<file path="config.mk">
export PLATFORM = sky130hd
export DESIGN_NAME = icache_fetch
export DESIGN_NICKNAME = d
export VERILOG_FILES = /design/src/rtl/icache_pkg.sv /design/src/rtl/icache_line_ram.sv /design/src/rtl/icache_fetch.sv
export SDC_FILE = /design/constraint.sdc
export NUM_CORES = 2
export LEC_CHECK = 0
export BUFFER_PORTS_ARGS = -buffer_cell sky130_fd_sc_hd__buf_2
export CORE_MARGIN = 2
export CORE_UTILIZATION = 35
export DETAILED_ROUTE_END_ITERATION = 7
export GPL_ROUTABILITY_DRIVEN = 0
export SYNTH_ARGS = -nofsm -noshare
export SYNTH_HDL_FRONTEND = slang
export SYNTH_SLANG_ARGS = --single-unit
</file>
<file path="constraint.sdc">
create_clock -name clk -period 8.33 [get_ports clk]
set_input_delay 1.2495 -clock clk [delete_from_list [all_inputs] [get_ports clk]]
set_output_delay 1.2495 -clock clk [all_outputs]
set_load 0.02 [all_outputs]
</file>
<file path="src/rtl/icache_pkg.sv">
// icache_pkg: shared types and constants for the instruction cache.
// No ports: FSM states, address-field width helpers, NOP word.
package icache_pkg;

    typedef enum logic {
        IDLE   = 1'b0,
        REFILL = 1'b1
    } state_t;

    localparam logic [31:0] NOP_INSTR = 32'h0;

    function automatic int idx_w(input int num_lines);
        return $clog2(num_lines);
    endfunction

    function automatic int word_w(input int words);
        return $clog2(words);
    endfunction

    function automatic int tag_w(
        input int addr_w,
        input int num_lines,
        input int words
    );
        return addr_w - 2 - $clog2(num_lines) - $clog2(words);
    endfunction

endpackage

</file>
<file path="src/rtl/icache_line_ram.sv">
// icache_line_ram: NUM_LINES x WORDS_PER_LINE word store.
// Ports: clk; we/wline/wword/wdata sync write; rline/rword/rdata async read.
module icache_line_ram
    import icache_pkg::*;
#(
    parameter  int NUM_LINES      = 16,
    parameter  int WORDS_PER_LINE = 4,
    localparam int IDX_W          = idx_w(NUM_LINES),
    localparam int WORD_W         = word_w(WORDS_PER_LINE)
) (
    input  logic              clk,
    input  logic              we,
    input  logic [IDX_W-1:0]  wline,
    input  logic [WORD_W-1:0] wword,
    input  logic [31:0]       wdata,
    input  logic [IDX_W-1:0]  rline,
    input  logic [WORD_W-1:0] rword,
    output logic [31:0]       rdata
);

    localparam int DEPTH = NUM_LINES * WORDS_PER_LINE;

    logic [31:0] mem [DEPTH];

    // Contents are undefined until a line is refilled;
    // the valid bits gate every read.
    always_ff @(posedge clk) begin
        if (we) begin
            mem[{wline, wword}] <= wdata;
        end
    end

    assign rdata = mem[{rline, rword}];

endmodule

</file>
<file path="src/rtl/icache_fetch.sv">
// icache_fetch: direct-mapped read-only I-cache for the fetch stage.
// Ports: clk, reset(async low), pc -> instr/stall, inv pulse,
// mem_req/mem_addr/mem_ack/mem_rdata single-beat refill bus.
// ICACHE_STATS_EN adds hit_count/miss_count outputs.
module icache_fetch
    import icache_pkg::*;
#(
    parameter int NUM_LINES      = 16,
    parameter int WORDS_PER_LINE = 4,
    parameter int ADDR_W         = 32
) (
    input  logic              clk,
    input  logic              reset,
    input  logic [ADDR_W-1:0] pc,
    output logic [31:0]       instr,
    output logic              stall,
    input  logic              inv,
    output logic              mem_req,
    output logic [ADDR_W-1:0] mem_addr,
    input  logic              mem_ack,
    input  logic [31:0]       mem_rdata
`ifdef ICACHE_STATS_EN
    ,
    output logic [31:0]       hit_count,
    output logic [31:0]       miss_count
`endif
);

    localparam int IDX_W  = idx_w(NUM_LINES);
    localparam int WORD_W = word_w(WORDS_PER_LINE);
    localparam int TAG_W  = tag_w(ADDR_W, NUM_LINES, WORDS_PER_LINE);
    localparam int LINE_LSB = WORD_W + 2;

    localparam logic [WORD_W-1:0] LAST_BEAT =
        WORD_W'(WORDS_PER_LINE - 1);

    logic [WORD_W-1:0] pc_word;
    logic [IDX_W-1:0]  pc_idx;
    logic [TAG_W-1:0]  pc_tag;
    logic [ADDR_W-1:0] pc_base;
    logic              unused_off;

    assign pc_word    = pc[2 +: WORD_W];
    assign pc_idx     = pc[LINE_LSB +: IDX_W];
    assign pc_tag     = pc[ADDR_W-1 -: TAG_W];
    assign pc_base    = {pc[ADDR_W-1:LINE_LSB], {LINE_LSB{1'b0}}};
    assign unused_off = ^pc[1:0];

    state_t            state;
    logic [NUM_LINES-1:0] valid;
    logic [TAG_W-1:0]  tags [NUM_LINES];
    logic [IDX_W-1:0]  fill_idx;
    logic [TAG_W-1:0]  fill_tag;
    logic [WORD_W-1:0] cnt;
    logic              inv_pending;

    logic        hit;
    logic        beat;
    logic        last_beat;
    logic [31:0] rdata;

    assign hit       = valid[pc_idx] && (tags[pc_idx] == pc_tag);
    assign beat      = mem_req && mem_ack;
    assign last_beat = beat && (cnt == LAST_BEAT);

    assign stall = (state != IDLE) || !hit;
    assign instr = (state == IDLE && hit) ? rdata : NOP_INSTR;

    icache_line_ram #(
        .NUM_LINES      (NUM_LINES),
        .WORDS_PER_LINE (WORDS_PER_LINE)
    ) u_ram (
        .clk   (clk),
        .we    (beat),
        .wline (fill_idx),
        .wword (cnt),
        .wdata (mem_rdata),
        .rline (pc_idx),
        .rword (pc_word),
        .rdata (rdata)
    );

    // Tags need no reset: a line is only trusted once valid is set.
    always_ff @(posedge clk) begin
        if (last_beat) begin
            tags[fill_idx] <= fill_tag;
        end
    end

    always_ff @(posedge clk or negedge reset) begin
        if (!reset) begin
            state       <= IDLE;
            valid       <= '0;
            cnt         <= '0;
            mem_req     <= 1'b0;
            mem_addr    <= '0;
            inv_pending <= 1'b0;
            fill_idx    <= '0;
            fill_tag    <= '0;
        end else begin
            unique case (state)
                IDLE: begin
                    inv_pending <= 1'b0;
                    if (inv) begin
                        valid <= '0;
                    end else if (!hit) begin
                        state    <= REFILL;
                        fill_idx <= pc_idx;
                        fill_tag <= pc_tag;
                        cnt      <= '0;
                        mem_req  <= 1'b1;
                        mem_addr <= pc_base;
                    end
                end
                REFILL: begin
                    if (inv) begin
                        inv_pending <= 1'b1;
                    end
                    if (beat) begin
                        cnt <= cnt + WORD_W'(1);
                        if (cnt == LAST_BEAT) begin
                            // An inv seen during this refill
                            // leaves the new line invalid.
                            valid[fill_idx] <= ~(inv_pending | inv);
                            mem_req         <= 1'b0;
                            inv_pending     <= 1'b0;
                            state           <= IDLE;
                        end else begin
                            mem_addr <= mem_addr + ADDR_W'(4);
                        end
                    end
                    // Later assignment wins over the line set above.
                    if (inv) begin
                        valid <= '0;
                    end
                end
                default: begin
                    state <= IDLE;
                end
            endcase
        end
    end

`ifdef ICACHE_STATS_EN
    always_ff @(posedge clk or negedge reset) begin
        if (!reset) begin
            hit_count  <= '0;
            miss_count <= '0;
        end else if (state == IDLE) begin
            if (hit) begin
                hit_count <= hit_count + 32'd1;
            end else if (!inv) begin
                miss_count <= miss_count + 32'd1;
            end
        end
    end
`endif

endmodule

</file>
* Word-level counts from Yosys, hierarchy flattened *
Memories as Yosys holds them, arrays and structs flattened.
Cells that the tools add are included.

word-level totals
  ROM bits = 0
  output and inout bits = 66
  bits in writable memories = 2432
  bits in registers = 81
  word-level logic and storage cells = 80
  bits of input ports = 68
  memories kept = 2
  latch bits = 0

memories
  name       depth  bits a word  rd ports  clocked after memory_dff  wr ports  RTL line               source
  u_ram.mem  64     32           1         0                         1         icache_line_ram.sv:23  logic [31:0] mem [DEPTH];
  tags       16     24           1         0                         1         icache_fetch.sv:51     logic [TAG_W-1:0] tags [NUM_LINES];

operators by class
  multiplexer cells = 38
  $add $sub $neg = 2
  eq/ne operators = 10
  reductions and logical operators = 12
  divide/modulo/power cells = 0
  $lt $le $gt $ge = 3
  multiply operators = 0
  shift-type cells = 0
  bitwise operators = 5

operator list
  cell                                                                           number
  32-bit 2-to-1 mux                                                              5
  16-bit 2-to-1 mux                                                              4
  32-bit one-hot mux with 2 select lines                                         1
  32-bit by 3-bit adder with 32-bit output (second input constant)               1
  16-bit one-hot mux with 2 select lines                                         1
  24-bit equality test                                                           1
  1-bit 2-to-1 mux                                                               17
  16-bit bitwise mux                                                             1
  4-bit by 5-bit less-than comparator with 1-bit output (second input constant)  2
  3-bit AND reduction                                                            3
  2-bit inequality test (second input constant)                                  4
  4-bit AND reduction                                                            2
  2-bit 2-to-1 mux                                                               3
  3-bit by 2-bit inequality test with 1-bit output (second input constant)       2
  1-bit one-hot mux with 2 select lines                                          3
  1-bit logical AND                                                              5
  1-bit binary-select mux with 4-bit select                                      1
  1-bit demux with 4-bit select                                                  1
  4-bit by 1-bit >= comparator with 1-bit output (second input constant)         1
  2-bit by 1-bit inequality test with 1-bit output (second input constant)       2
  1-bit NOT                                                                      4
  2-bit one-hot mux with 2 select lines                                          1
  2-bit by 1-bit adder with 2-bit output (second input constant)                 1
  2-bit equality test (second input constant)                                    1
  other kinds (3)                                                                3

* Depth between registers and ports, before layout *
  depth after elaboration = 9
  depth in mapped cells = 16
  mapped depth without buffers = 10

* By module *
A second synthesis with hierarchy kept.

second synthesis, totals
  cell total of the unflattened synthesis = 4474
  area, all modules = 97466.0 um^2

by module, submodules not included
  module           instances  seq. area each (um^2)  area each (um^2)  cells each
  icache_line_ram  1          61499.0                77874.7           3292
  icache_fetch     1          13508.0                19591.3           1182

* Worst setup path after synthesis *
Ideal clock, no wire load.

  path kind = input to output
  start point = in pc[5]
  end point = out instr[22]
  buffers on the path = 4
  arrival = 4204 ps
  data required time = 7081 ps
  cell stages on the path = 12
  slack = 2876 ps
  path through = buf_4 -> buf_2 -> clkbuf_1 -> mux4_2 -> a221oi_1 -> xor2_1 -> nand3_1 -> nor4_2 -> nand3b_1 -> nand2b_1 -> clkbuf_1 -> nor2b_1

on the way
  word-level cells in the longest chain between the ends = 5
  elaborated cells between the ends (all ways) = 8
  those cells by class = eq/ne (1); mux (3); reduce/logical (2); memory (2)

RTL lines
  item                                                                                    RTL line            source
  start: declaration                                                                      icache_fetch.sv:14  input logic [ADDR_W-1:0] pc,
  memory 16 x 24 bit / 1-bit binary-select mux with 4-bit select (equally long branches)  --
  24-bit equality test / 1-bit 2-to-1 mux (equally long branches)                         icache_fetch.sv:62  assign hit = valid[pc_idx] && (tags[pc_idx] == pc_tag);
  1-bit logical AND                                                                       icache_fetch.sv:62
  1-bit logical AND                                                                       icache_fetch.sv:67  assign instr = (state == IDLE && hit) ? rdata : NOP_INSTR;
  32-bit 2-to-1 mux *                                                                     icache_fetch.sv:67
  end: declaration                                                                        icache_fetch.sv:15  output logic [31:0] instr,

Mark *: on every way between the ends. The rest lies on a longest branch, timed or not. The select of a mux whose other input is x is not followed.

* Worst setup path after layout *
  start point = in pc[5]
  end point = out instr[20]

Same word-level chain as after synthesis.

==> out/metrics.csv <==
stage,metric,value,unit
yosys,async_reset_ff_share,3.15,%
setup_path,path_common_cell,buf_4,
clocking,clock_latency,0.89,ns
setup_path,crit_family,buffers and inverters,
route,initialDrtViolationCount,4976,
clocking,h-tree-depth,4,
yosys,synth_top_area_share,75.3,%
setup_path,critPathArrivalTime,5.68,ns
yosys,syn-mean-instance-area,23.6,um2
yosys,synth.yosys.seq_area_share,77.4,%
clocking,cts_root_buf,clkbuf_16,
run_status,outcome,finished clean,
yosys,synth.distinct_cells,59,
setup_path,r2r_setup_slack,4.38,ns
sta,hold_viol,0,
placement,io_buffers,129,
finish,final_nets,4463,
setup_path,worstPathCellList,buf_8 > buf_4 > mux4_2 > mux2i_1 > xor2_1 > o211ai_1 > nor4_1 > nand4_1 > nand3b_1 > nand2b_2 > buf_4 > nor2b_1 > buf_2,
setup_path,cp_max_fo,80,
clocking,cts_tree,done,
yosys,syn-cell-area,96900,um2
route,vias,45017,
setup_path,required,7.08,ns
setup_path,start_kind,input pin,
yosys,yosys.area.top_type,edfxtp_1,
yosys,synthCells,4107,
finish,layout_commonest_cell,edfxtp_1,
setup_path,r2r_cells,10,
sta,setup-tns-final,0,ns
clocking,ctsResizeCount,0,
sta,clock_skew,0.109,ns
power_and_ir_drop,p_total,28400,uW
setup_path,regToRegStartpoint,tags[8][23],
floorplan,initial_core_util,35.1,%
clocking,numClockSinks,2511,
worst_hold_path,hp-class,in -> async,
sta,setup_viol,0,
yosys,yosys_most_used_dff,edfxtp_1,
sta,rsz0062_at_grt,false,
yosys,synth_edf_count,2432,
finish,mostFrequentLayoutCells,"edfxtp_1 (2432), mux4_2 (754), clkbuf_16 (248)",
global_route,grt_overflow,0,
yosys,ys_seq_elements,2511,
global_route,grt_pass1_wl,338,mm
setup_path,worst_path_max_delay_cell,buf_4,
floorplan,dieArea,281000,um2
setup_path,cp-end-kind,primary output,
setup_path,path_class,in -> out,
placement,hpwl,129,mm
setup_path,critical_path.max_stage_delay,0.56,ns
power_and_ir_drop,powerDensity,256,nW/um2
route,drc,0,
sta,worstMarginPinSlew,1.21,ns
sta,fin_crit_sh,83.2,%
floorplan,rows,193,
global_route,grt_pass1_vias,45887,
power_and_ir_drop,p_leak,0.0341,uW
job,drv_cap,0,
global_route,grt_antenna_before_repair,32,
route,first_pass_iters,5,
global_route,grtUsageTotal,16.8,%
yosys,synth_area_leaders,"edfxtp_1 (75%), mux4_2 (18%), dfrtp_1 (2.0%)",
route,wl_per_cell,28.7,um
yosys,yosys_warnings,0,
setup_path,r2r-end,fill_tag[23],
floorplan,die_y,530,um
setup_path,path_buf_inv,4,
clocking,ctsHoldBuffers,0,
power_and_ir_drop,peakVddDrop,0.199,mV
global_route,grt_max_degree,108,
floorplan,dieWidth,530,um
clocking,cts_setup_buffers,0,
clocking,cts_buffers,244,
clocking,clock_path_buffers,4,
finish,final_layout_size_suffix_gt1_share,31.6,%
floorplan,core-area,276000,um2
sta,max_freq,0.144,GHz
route,wl,238,mm
sta,timing.final.crit_period,6.93,ns
clocking,path_clk_slew,0.06,ns
sta,report.final.slew_viol_count,0,
floorplan,pin_count,134,
finish,syn_to_final_growth,14.4,%
finish,fin_util,40.2,%
sta,slew_headroom,19.4,%
route,final_antenna_net_count,0,
route,viasPerCell,5.43,
cell families (layout without fill, tap and decap cells):
logic type      Yosys count  after routing  share of synthesized area [%]
buf+inv                 234            709                           1.04
compound gates          171            171                           1.15
other cells               1              7                        0.00387
mux                     842            842                           18.5
flops                  2511           2511                           77.4
simple gates            306            306                           1.56
fa+ha+maj                 2              2                         0.0258
xor+xnor                 40             40                          0.361
routing by layer:
layer  routed length [um]  up-vias  share of wire (%)  track usage [%]
met5                   47        -              0.020                0
met4                 6600        8                2.8             4.77
met3                17600      382                7.4             3.26
met2               116000     1716                 49             27.2
met1                98100    24703                 41             23.0
li1                     -    18208                  -                -
metrics by stage:
step | setup WS (ns) | instance area [um2] | hold slack (ns) | cells
2_1_floorplan | 2.88 | 96900 | 0.473 | 4108
4_1_cts | 1.36 | 111000 | 0.340 | 8288
6_report | 1.40 | 111000 | 0.380 | 8293
3_3_place_gp | 1.42 | 103000 | 0.485 | 7852
3_5_place_dp | 1.36 | 103000 | 0.514 | 7852
5_1_grt | 1.19 | 111000 | 0.377 | 8289
how the worst max path moves through the flow:
stage | slack [ns] | endpoint | depth (start not counted) | start
after floorplan | 2.88 | instr[22] | 12 | pc[5]
after global placement | 1.42 | instr[11] | 12 | pc[5]
after detailed placement | 1.36 | instr[27] | 13 | pc[5]
after CTS | 1.36 | instr[27] | 13 | pc[5]
after global routing | 1.19 | instr[19] | 13 | pc[5]
final | 1.40 | instr[20] | 13 | pc[5]
layout make-up:
type,count,area (um2)
clock inverter,127,1280
antenna,5,12.5
tap,3705,4640
timing repair buffer,262,1900
clock buffer,309,6470
multi-input combinational,1363,21500
fill,23933,165000
inverter,11,43.8
sequential,2511,75000
state kept, by name, summed over array words and instances (netlist names):
register     flops
inv_pending      1
u_ram.mem     2048
fill_tag        24
fill_idx         4
tags           384
mem_addr        30
cnt              2
state            1
mem_req          1
valid           16
cells in the mapped netlist (all sizes together), types with 10 or more instances:
master,instances
a21oi,54
a22oi,13
buf,64
clkbuf,159
dfrtp,79
edfxtp,2432
inv,10
mux2,34
mux2i,54
mux4,754
nand2,50
nand3,30
nand4,10
nor2,108
nor2b,38
o21ai,34
or3,21
xnor2,23
xor2,17
power breakdown:
group,internal [uW],switching (uW)
logic,872,1620
clock network,6210,4640
registers,14600,467
worst reg2reg max path, stage by stage, from the launching register on:
cell      delay [ns]
edfxtp_1        0.37
mux4_2          0.46
mux2i_1         0.18
xor2_1          0.11
a221oi_1        0.48
nor4_1          0.16
nand4_1         0.25
nand3b_1        0.21
and2_2          0.68
buf_4           0.51
mux2_2          0.39
(Power assumes the default switching activity.)
